<file path="src/rtl/vio_ingress_decode.sv">
// -----------------------------------------------------------------------------
// vio_ingress_decode
//
// Ingress stage of one vIO Switch port. Takes the AXI4SR stream from a vFPGA
// send gateway (route_id on tdest), checks the route on each packet header,
// decodes the receiver into a one-hot egress port select that is locked for
// the whole packet, silently drops malformed or out-of-range packets, and
// hands a registered, packet-atomic stream to the crossbar arbiter through a
// 2-entry skid buffer.
//
// route_id layout (tdest): [13:10] reserved (must be 0), [9:6] sender,
//                          [5:2] receiver, [1:0] flags (passed through).
//
// Optional feature: define VIO_SENDER_CHECK_EN to also reject headers whose
// sender field differs from s_axis_tid[3:0]; this adds the spoof_sticky port.
//
// Ports
//   aclk, aresetn      clock, synchronous active-low reset
//   s_axis_*           upstream stream (tvalid/tready/tdata/tkeep/tlast/tid/tdest)
//   m_axis_*           stream to crossbar (tvalid/tready/tdata/tkeep/tlast/tid)
//   m_port_sel         one-hot egress port of the beat at the output
//   m_route            latched route_id of the beat at the output
//   pkt_cnt, drop_cnt  saturating counts of forwarded / dropped packets
//   err_sticky         set on any drop, cleared by reset only
//   spoof_sticky       (VIO_SENDER_CHECK_EN only) set on a spoofed-sender drop
// -----------------------------------------------------------------------------
module vio_ingress_decode #(
  parameter int N_PORTS   = 11,
  parameter int DATA_BITS = 512,
  parameter int PID_BITS  = 6,
  parameter int CNT_BITS  = 32
) (
  input  logic                   aclk,
  input  logic                   aresetn,
  input  logic                   s_axis_tvalid,
  output logic                   s_axis_tready,
  input  logic [DATA_BITS-1:0]   s_axis_tdata,
  input  logic [DATA_BITS/8-1:0] s_axis_tkeep,
  input  logic                   s_axis_tlast,
  input  logic [PID_BITS-1:0]    s_axis_tid,
  input  logic [13:0]            s_axis_tdest,
  output logic                   m_axis_tvalid,
  input  logic                   m_axis_tready,
  output logic [DATA_BITS-1:0]   m_axis_tdata,
  output logic [DATA_BITS/8-1:0] m_axis_tkeep,
  output logic                   m_axis_tlast,
  output logic [PID_BITS-1:0]    m_axis_tid,
  output logic [N_PORTS-1:0]     m_port_sel,
  output logic [13:0]            m_route,
  output logic [CNT_BITS-1:0]    pkt_cnt,
  output logic [CNT_BITS-1:0]    drop_cnt,
  output logic                   err_sticky
`ifdef VIO_SENDER_CHECK_EN
  ,
  output logic                   spoof_sticky
`endif
);

  localparam int KEEP_BITS = DATA_BITS / 8;

  typedef enum logic [1:0] {
    ST_HEAD = 2'd0,
    ST_BODY = 2'd1,
    ST_DROP = 2'd2
  } state_t;

  // One buffered beat; the routing side-band travels with its payload so it
  // stays aligned with the data during output stalls.
  typedef struct packed {
    logic [DATA_BITS-1:0] data;
    logic [KEEP_BITS-1:0] keep;
    logic                 last;
    logic [PID_BITS-1:0]  tid;
    logic [N_PORTS-1:0]   port_sel;
    logic [13:0]          route;
  } beat_t;

  state_t             r_state;
  state_t             w_state_n;
  logic [N_PORTS-1:0] r_port_sel;
  logic [13:0]        r_route;

  beat_t              r_mem [2];
  logic               r_wr_ptr;
  logic               r_rd_ptr;
  logic [1:0]         r_count;
  logic [1:0]         w_count_n;
  logic               r_s_ready;

  logic [CNT_BITS-1:0] r_pkt_cnt;
  logic [CNT_BITS-1:0] r_drop_cnt;
  logic                r_err_sticky;

  logic               w_s_hs;
  logic               w_pop;
  logic               w_push;
  logic               w_pkt_evt;
  logic               w_drop_evt;
  beat_t              w_entry;
  beat_t              w_head;

  // ---------------------------------------------------------------------------
  // Header decode (only meaningful on a HEAD beat)
  // ---------------------------------------------------------------------------
  logic [3:0]         w_rsv;
  logic [3:0]         w_sender;
  logic [3:0]         w_receiver;
  logic               w_route_ok;
  logic               w_legal;
  logic [N_PORTS-1:0] w_dec_sel;

  assign w_rsv      = s_axis_tdest[13:10];
  assign w_sender   = s_axis_tdest[9:6];
  assign w_receiver = s_axis_tdest[5:2];

  assign w_route_ok = (w_rsv == 4'd0)
                   && ({1'b0, w_receiver} < 5'(N_PORTS))
                   && (w_receiver != w_sender);

`ifdef VIO_SENDER_CHECK_EN
  logic w_spoof;
  assign w_spoof = (w_sender != s_axis_tid[3:0]);
  assign w_legal = w_route_ok && !w_spoof;
`else
  assign w_legal = w_route_ok;
`endif

  always_comb begin
    w_dec_sel = '0;
    for (int i = 0; i < N_PORTS; i++) begin
      w_dec_sel[i] = (w_receiver == 4'(i));
    end
  end

  // ---------------------------------------------------------------------------
  // Handshakes
  // ---------------------------------------------------------------------------
  assign s_axis_tready = r_s_ready;
  assign w_s_hs        = s_axis_tvalid && r_s_ready;
  assign m_axis_tvalid = (r_count != 2'd0);
  assign w_pop         = m_axis_tvalid && m_axis_tready;

  // ---------------------------------------------------------------------------
  // FSM next state and buffer write request
  // ---------------------------------------------------------------------------
  always_comb begin
    // NOTE: every signal assigned here gets a default first, so no path through
    // the case statement can leave a value unassigned and infer a latch.
    w_state_n  = r_state;
    w_push     = 1'b0;
    w_pkt_evt  = 1'b0;
    w_drop_evt = 1'b0;

    w_entry.data     = s_axis_tdata;
    w_entry.keep     = s_axis_tkeep;
    w_entry.last     = s_axis_tlast;
    w_entry.tid      = s_axis_tid;
    w_entry.port_sel = r_port_sel;
    w_entry.route    = r_route;

    unique case (r_state)
      ST_HEAD: begin
        if (w_s_hs) begin
          if (w_legal) begin
            w_push           = 1'b1;
            w_pkt_evt        = 1'b1;
            w_entry.port_sel = w_dec_sel;
            w_entry.route    = s_axis_tdest;
            if (!s_axis_tlast) w_state_n = ST_BODY;
          end else begin
            w_drop_evt = 1'b1;
            if (!s_axis_tlast) w_state_n = ST_DROP;
          end
        end
      end
      ST_BODY: begin
        // tdest on non-head beats is ignored; the latched route is used.
        if (w_s_hs) begin
          w_push = 1'b1;
          if (s_axis_tlast) w_state_n = ST_HEAD;
        end
      end
      ST_DROP: begin
        if (w_s_hs && s_axis_tlast) w_state_n = ST_HEAD;
      end
      default: w_state_n = ST_HEAD;
    endcase
  end

  always_comb begin
    w_count_n = r_count;
    unique case ({w_push, w_pop})
      2'b10:   w_count_n = r_count + 2'd1;
      2'b01:   w_count_n = r_count - 2'd1;
      default: w_count_n = r_count;
    endcase
  end

  // ---------------------------------------------------------------------------
  // State and latched route
  // ---------------------------------------------------------------------------
  always_ff @(posedge aclk) begin
    // NOTE: state is updated with non-blocking assignments so every flop
    // samples the pre-edge value of every other flop, whatever the block order.
    if (!aresetn) begin
      r_state    <= ST_HEAD;
      r_port_sel <= '0;
      r_route    <= '0;
    end else begin
      r_state <= w_state_n;
      if (w_pkt_evt) begin
        r_port_sel <= w_dec_sel;
        r_route    <= s_axis_tdest;
      end
    end
  end

  // ---------------------------------------------------------------------------
  // 2-entry skid buffer. Upstream ready is a flop computed from the next
  // occupancy, so it never depends combinationally on m_axis_tready. In DROP
  // the stage always accepts because nothing is written to the buffer.
  // ---------------------------------------------------------------------------
  always_ff @(posedge aclk) begin
    if (!aresetn) begin
      // NOTE: the two payload entries are reset too, because the output bus
      // reads straight from storage and must show zero after reset.
      r_mem[0]  <= '0;
      r_mem[1]  <= '0;
      r_wr_ptr  <= 1'b0;
      r_rd_ptr  <= 1'b0;
      r_count   <= 2'd0;
      r_s_ready <= 1'b0;
    end else begin
      if (w_push) begin
        r_mem[r_wr_ptr] <= w_entry;
        r_wr_ptr        <= !r_wr_ptr;
      end
      if (w_pop) r_rd_ptr <= !r_rd_ptr;
      r_count   <= w_count_n;
      r_s_ready <= (w_state_n == ST_DROP) || (w_count_n != 2'd2);
    end
  end

  assign w_head       = r_mem[r_rd_ptr];
  assign m_axis_tdata = w_head.data;
  assign m_axis_tkeep = w_head.keep;
  assign m_axis_tlast = w_head.last;
  assign m_axis_tid   = w_head.tid;
  assign m_port_sel   = w_head.port_sel;
  assign m_route      = w_head.route;

  // ---------------------------------------------------------------------------
  // Statistics: separate saturating incrementers so a forward and a drop in
  // the same cycle both land.
  // ---------------------------------------------------------------------------
  always_ff @(posedge aclk) begin
    if (!aresetn) begin
      r_pkt_cnt <= '0;
    end else if (w_pkt_evt && (r_pkt_cnt != {CNT_BITS{1'b1}})) begin
      r_pkt_cnt <= r_pkt_cnt + CNT_BITS'(1);
    end
  end

  always_ff @(posedge aclk) begin
    if (!aresetn) begin
      r_drop_cnt <= '0;
    end else if (w_drop_evt && (r_drop_cnt != {CNT_BITS{1'b1}})) begin
      r_drop_cnt <= r_drop_cnt + CNT_BITS'(1);
    end
  end

  always_ff @(posedge aclk) begin
    if (!aresetn) begin
      r_err_sticky <= 1'b0;
    end else if (w_drop_evt) begin
      r_err_sticky <= 1'b1;
    end
  end

  assign pkt_cnt    = r_pkt_cnt;
  assign drop_cnt   = r_drop_cnt;
  assign err_sticky = r_err_sticky;

`ifdef VIO_SENDER_CHECK_EN
  logic r_spoof_sticky;

  always_ff @(posedge aclk) begin
    if (!aresetn) begin
      r_spoof_sticky <= 1'b0;
    end else if (w_drop_evt && w_spoof) begin
      r_spoof_sticky <= 1'b1;
    end
  end

  assign spoof_sticky = r_spoof_sticky;
`endif

endmodule

</file>
<file path="config.mk">
export PLATFORM = sky130hd
export DESIGN_NAME = vio_ingress_decode
export DESIGN_NICKNAME = d
export VERILOG_FILES = /design/src/rtl/vio_ingress_decode.sv
export SDC_FILE = /design/constraint.sdc
export NUM_CORES = 2
export LEC_CHECK = 0
export CORE_AREA = 3 3 500 502
export DETAILED_ROUTE_END_ITERATION = 6
export DIE_AREA = 0 0 503 505
export GPL_ROUTABILITY_DRIVEN = 0
export PLACE_DENSITY_LB_ADDON = 0.25
export SLEW_MARGIN = 20
export SYNTH_ARGS = -nofsm -noshare
export SYNTH_HDL_FRONTEND = slang
export SYNTH_SLANG_ARGS = --single-unit
</file>
<file path="constraint.sdc">
create_clock -name aclk -period 22.4 [get_ports aclk]
set_input_delay 5.6 -clock aclk [delete_from_list [all_inputs] [get_ports aclk]]
set_output_delay 5.6 -clock aclk [all_outputs]
set_load 0.01 [all_outputs]
</file>
==> results <==
- Across the routed clock network, the largest skew measured is 48.5 ps.
- For this design the top-level I/O count stands at 1,276.
- The post-route fraction of the period consumed by the critical path is 49.4%.
- Buffers inserted during clock tree synthesis total 158.
- The total of flip-flops plus latches after synthesis is 1,314.
- Setup repair after global routing left no endpoint under its margin.
- The analysis attributes to cell leakage a power of 27.7 nW.
- The time the final worst path needs with I/O delays and setup is 11,060 ps.
- In this run the remaining antenna-violating nets after routing total 0.
- The flow ran to the end, and the final reports show no timing, DRC or antenna violations.
- Traced cell by cell, the critical path runs through buf_4 -> buf_12 -> buf_4 -> mux2_2 -> clkdlybuf4s50_1.
- The detailed router finished its first iteration with 2,240 violations.
- The met3 track utilization from global routing is 6.43%.
- At the worst endpoint, the required time is 16,800 ps.
- The area added between synthesis and finish is 37.4%.
- The global routing usage summed across all routing layers is 15.6%.
- The placed instance count is 8,124.
- The first detailed-routing pass ran for 5 iterations.
- Setup slack on the critical path of the routed design comes to 11,340 ps.
- The worst hold slack is 472 ps.
- Post-CTS repair changed the size of 0 cells.
- The initial antenna violation count came to 83.
- Global routing used 18.1% of the available met1 tracks.
- The register area share after synthesis is 67.8%.
- The final-layout setup total negative slack is 0 ps.
- The number of flops mapped to enable cells by yosys is 1,216.
- The insertion delay to the later sink of the worst-skew pair is 790 ps.
- The die outline width is 503 µm.
- After synthesis, the mean cell area works out to 14.8 µm².
- In this run the standard cell core region covers 246,000 µm².
- The clock net in this run drives a total of 1,314 sinks.
- The synthesized netlist occupies a cell area of 56,700 µm².
- The synthesized netlist contains 53 unique library cells.
- The vertical die dimension is 505 µm.
- The number of cells on the worst hold path is 1.
- The family with the most delay on the worst path is buffers and inverters.
- Along the worst path, the maximum fanout reaches 139.
- Together, buffers and inverters on the worst path number 4.
- The routed via count divided by cell count is 4.24.
- The finished cells cover 77,900 µm².
- In the post-synthesis netlist, the biggest area contributors are edfxtp_1, and2_1, mux2_2.
- Of all flip-flops after synthesis, the portion carrying an async set or reset was 0%.
- The critical path's slowest cell is dfxtp_4.
- Detailed routing inserted a total of 35,800 vias.
- In the synthesized netlist the dominant register cell turns out to be edfxtp_1.
- The cell occurring most often along the worst timing path is buf_4.
- The worst hold path begins at err_sticky.
- CTS placed an instance of clkbuf_16 at the clock tree root.
- The element type at the critical path start is a register.
- The path with the worst hold slack has its endpoint at err_sticky.
- The worst path arrival time is 5460 ps.
- The number of failing hold endpoints at the final stage was 0.
- Headroom to the max-slew limit came out at 16.9%.
- Entering global routing, the biggest net connects 184 pins.
- The number of warnings reported in the yosys synthesis log is 0.
- The total overflow left after global routing is 0.
- The number of setup violations in the final report is 0.
- After clock tree synthesis, the flow added hold-fix buffers numbering 0.
- The post-synthesis cell type with the largest combined area is edfxtp_1.
- The count of mapped cells out of synthesis is 3,826.
- In the final routed layout, each cell accounts on average for 24.4 µm.
- The most congested layer reported by global routing is met2.
- The final number of max-transition violations was 0.
- The initial core utilization is 23.1%.
- In the routed design, unresolved DRC markers number 0.
- The slack of the worst reg-to-reg path is 17,390 ps.
- Prior to clock tree synthesis, the placed netlist has a worst setup slack of 10,660 ps.
- Once detailed placement completed, the half-perimeter wirelength came to 145,000 µm.
- The placed instances occupy a cell area of 72,900 µm².
- The worst setup path is of the reg -> out kind.
- The peak clock frequency supported by timing is 90.4 MHz.
- CTS built an H-tree with a depth of 4.
- The wire length of the first global-routing pass is 285,000 µm.
- The number of global-route vias before repair is 36,200.
- After clock tree synthesis, the clock-pin slew on the worst setup and hold paths is 60 ps.
- Counting cells, the worst reg-to-reg path comes to 6.
- The number of non-filler instances in the completed layout is 8,437.
- The layout cell share with drive strength beyond 1 is 17.0%.
- The power density normalized to cell area is 73.3 nW/µm².
- In this run the biggest area consumer among cell types represents 64.4% of the synthesized area.
- The count of max-cap constraint violations is 0.
- The startpoint identified for the worst register-to-register timing path is r_state[1].
- The end of the worst register-to-register path is r_mem[1][544].
- The worst setup path is captured at an output port.
- Wires add up to 206,000 µm.
- The net count reported at finish is 5,668.
- The floorplan has 182 rows.
- The largest incremental delay on the critical path is 950 ps.
- The worst-case clock buffer depth is 3.
- The floorplan die area is 254,000 µm².
- The number of port buffers is 1,275.
- The class of the worst hold path is reg -> reg.
- For the pin with the worst max-slew slack, the measured transition is 1250 ps.
- The clock tree from TritonCTS is done.
- Buffers added to address setup during post-CTS repair amount to 0.
- The met2 demand-to-capacity share in global routing is 26.5%.
- The net count of the mapped netlist is 4,430.
- The maximum vdd drop is 0.0000601 V.
worst max-delay path by stage:
| stage | end | slack [ps] | cells after the start |
|---|---|---|---|
| final | m_axis_tdata[93] | 11340 | 5 |
| after global routing | m_axis_tdata[82] | 11070 | 5 |
| after CTS | m_axis_tkeep[54] | 11150 | 5 |
| after detailed placement | r_mem[1][544] | 10660 | 9 |
| after global placement | r_mem[1][527] | 10700 | 9 |
| after floorplan | r_mem[1][0] | 1310 | 7 |
kinds of logic (layout without fill, tap and decap cells):
kind of cell / Yosys count / in the layout / share of synthesized area [%]
AOI/OAI and AO/OA: 113 / 113 / 1.27
xor gates and xnor gates: 6 / 6 / 0.0926
adders and majority gates: 3 / 3 / 0.0662
buffers and inverters: 252 / 1618 / 1.97
DFF: 1314 / 1314 / 67.8
muxes: 648 / 648 / 12.8
other: 0 / 25 / 0
and+or+nand+nor: 1490 / 1490 / 16.0
registers in the layout, indices dropped and copies added, names as in the netlist, named ones only:
signal / cells
r_rd_ptr: 1
r_route: 14
r_count: 2
drop_cnt: 32
r_mem: 1216
r_port_sel: 11
pkt_cnt: 32
err_sticky: 1
r_wr_ptr: 1
s_axis_tready: 1
r_state: 2
area by class of cell:
cell class / count / area [µm²]
Fill cell: 24400 / 168000
Sequential cell: 1314 / 38500
Multi-Input combinational cell: 2260 / 17200
Timing Repair Buffer: 1317 / 13200
Clock buffer: 197 / 4130
Tap cell: 3220 / 4030
Clock inverter: 91 / 837
Antenna cell: 25 / 62.6
Inverter: 13 / 48.8
metrics by stage:
stage	power [mW]	utilization, %
2_1_floorplan	3.04	-
3_3_place_gp	3.29	29.7
3_5_place_dp	3.29	29.7
4_1_cts	5.81	31.7
5_1_grt	5.93	31.7
6_report	5.71	31.7
worst register-to-register path: cells and delay by family, from the launching register on:
family | cells | cell delay (ps)
buffers and inverters | 3 | 2510
flip-flops | 1 | 330
AND/OR/NAND/NOR | 3 | 1740
report_power, final:
| group | leakage, nW | internal, mW | switching (mW) |
|---|---|---|---|
| combinational | 11.9 | 0.239 | 0.217 |
| clock | 2.43 | 1.42 | 1.06 |
| sequential | 13.3 | 2.76 | 0.0195 |
| total | 27.7 | 4.42 | 1.30 |
synth_stat cells, types with 2 or more instances:
master / number
and2_1: 1172
and4_1: 11
buf_1: 10
nor3_1: 13
buf_2: 117
nand3_1: 24
edfxtp_1: 1216
nor4_1: 21
a21oi_1: 47
clkbuf_1: 104
nand4_1: 26
o21ai_0: 17
o31a_1: 2
nand3b_1: 2
or4_1: 31
o32ai_1: 2
or2_2: 2
inv_1: 12
nand2_1: 45
ha_1: 3
dfxtp_1: 98
o21a_1: 4
a21o_1: 2
o31ai_1: 30
mux2i_1: 40
xnor2_1: 6
or3_1: 13
buf_4: 7
nor2_1: 78
and3_1: 19
mux2_2: 608
nand2b_1: 23
per-layer routing:
metal / routed length [µm] / part of all wire, % / vias up
li1: - / - / 16300
met1: 80900 / 39 / 18000
met2: 101000 / 49 / 1157
met5: 254 / 0.12 / -
met4: 4070 / 2.0 / 40
met3: 20100 / 9.8 / 304
cells in the final DEF (no fill, tap or decap), types with 13 or more instances in the layout:
cell type / n
buf_4: 35
a21oi_1: 47
or3_1: 13
diode_2: 25
nand2_1: 43
mux2i_1: 40
clkbuf_16: 159
nor4_1: 20
clkinv_1: 37
and2_1: 1172
o21ai_0: 17
nor2_1: 78
mux2_2: 608
dfxtp_1: 97
nand3_1: 23
nand4_1: 26
clkbuf_1: 37
clkinv_2: 27
and3_1: 18
clkdlybuf4s50_1: 1274
edfxtp_1: 1216
or4_1: 31
o31ai_1: 30
nand2b_1: 23
(Power assumes the default switching activity.)
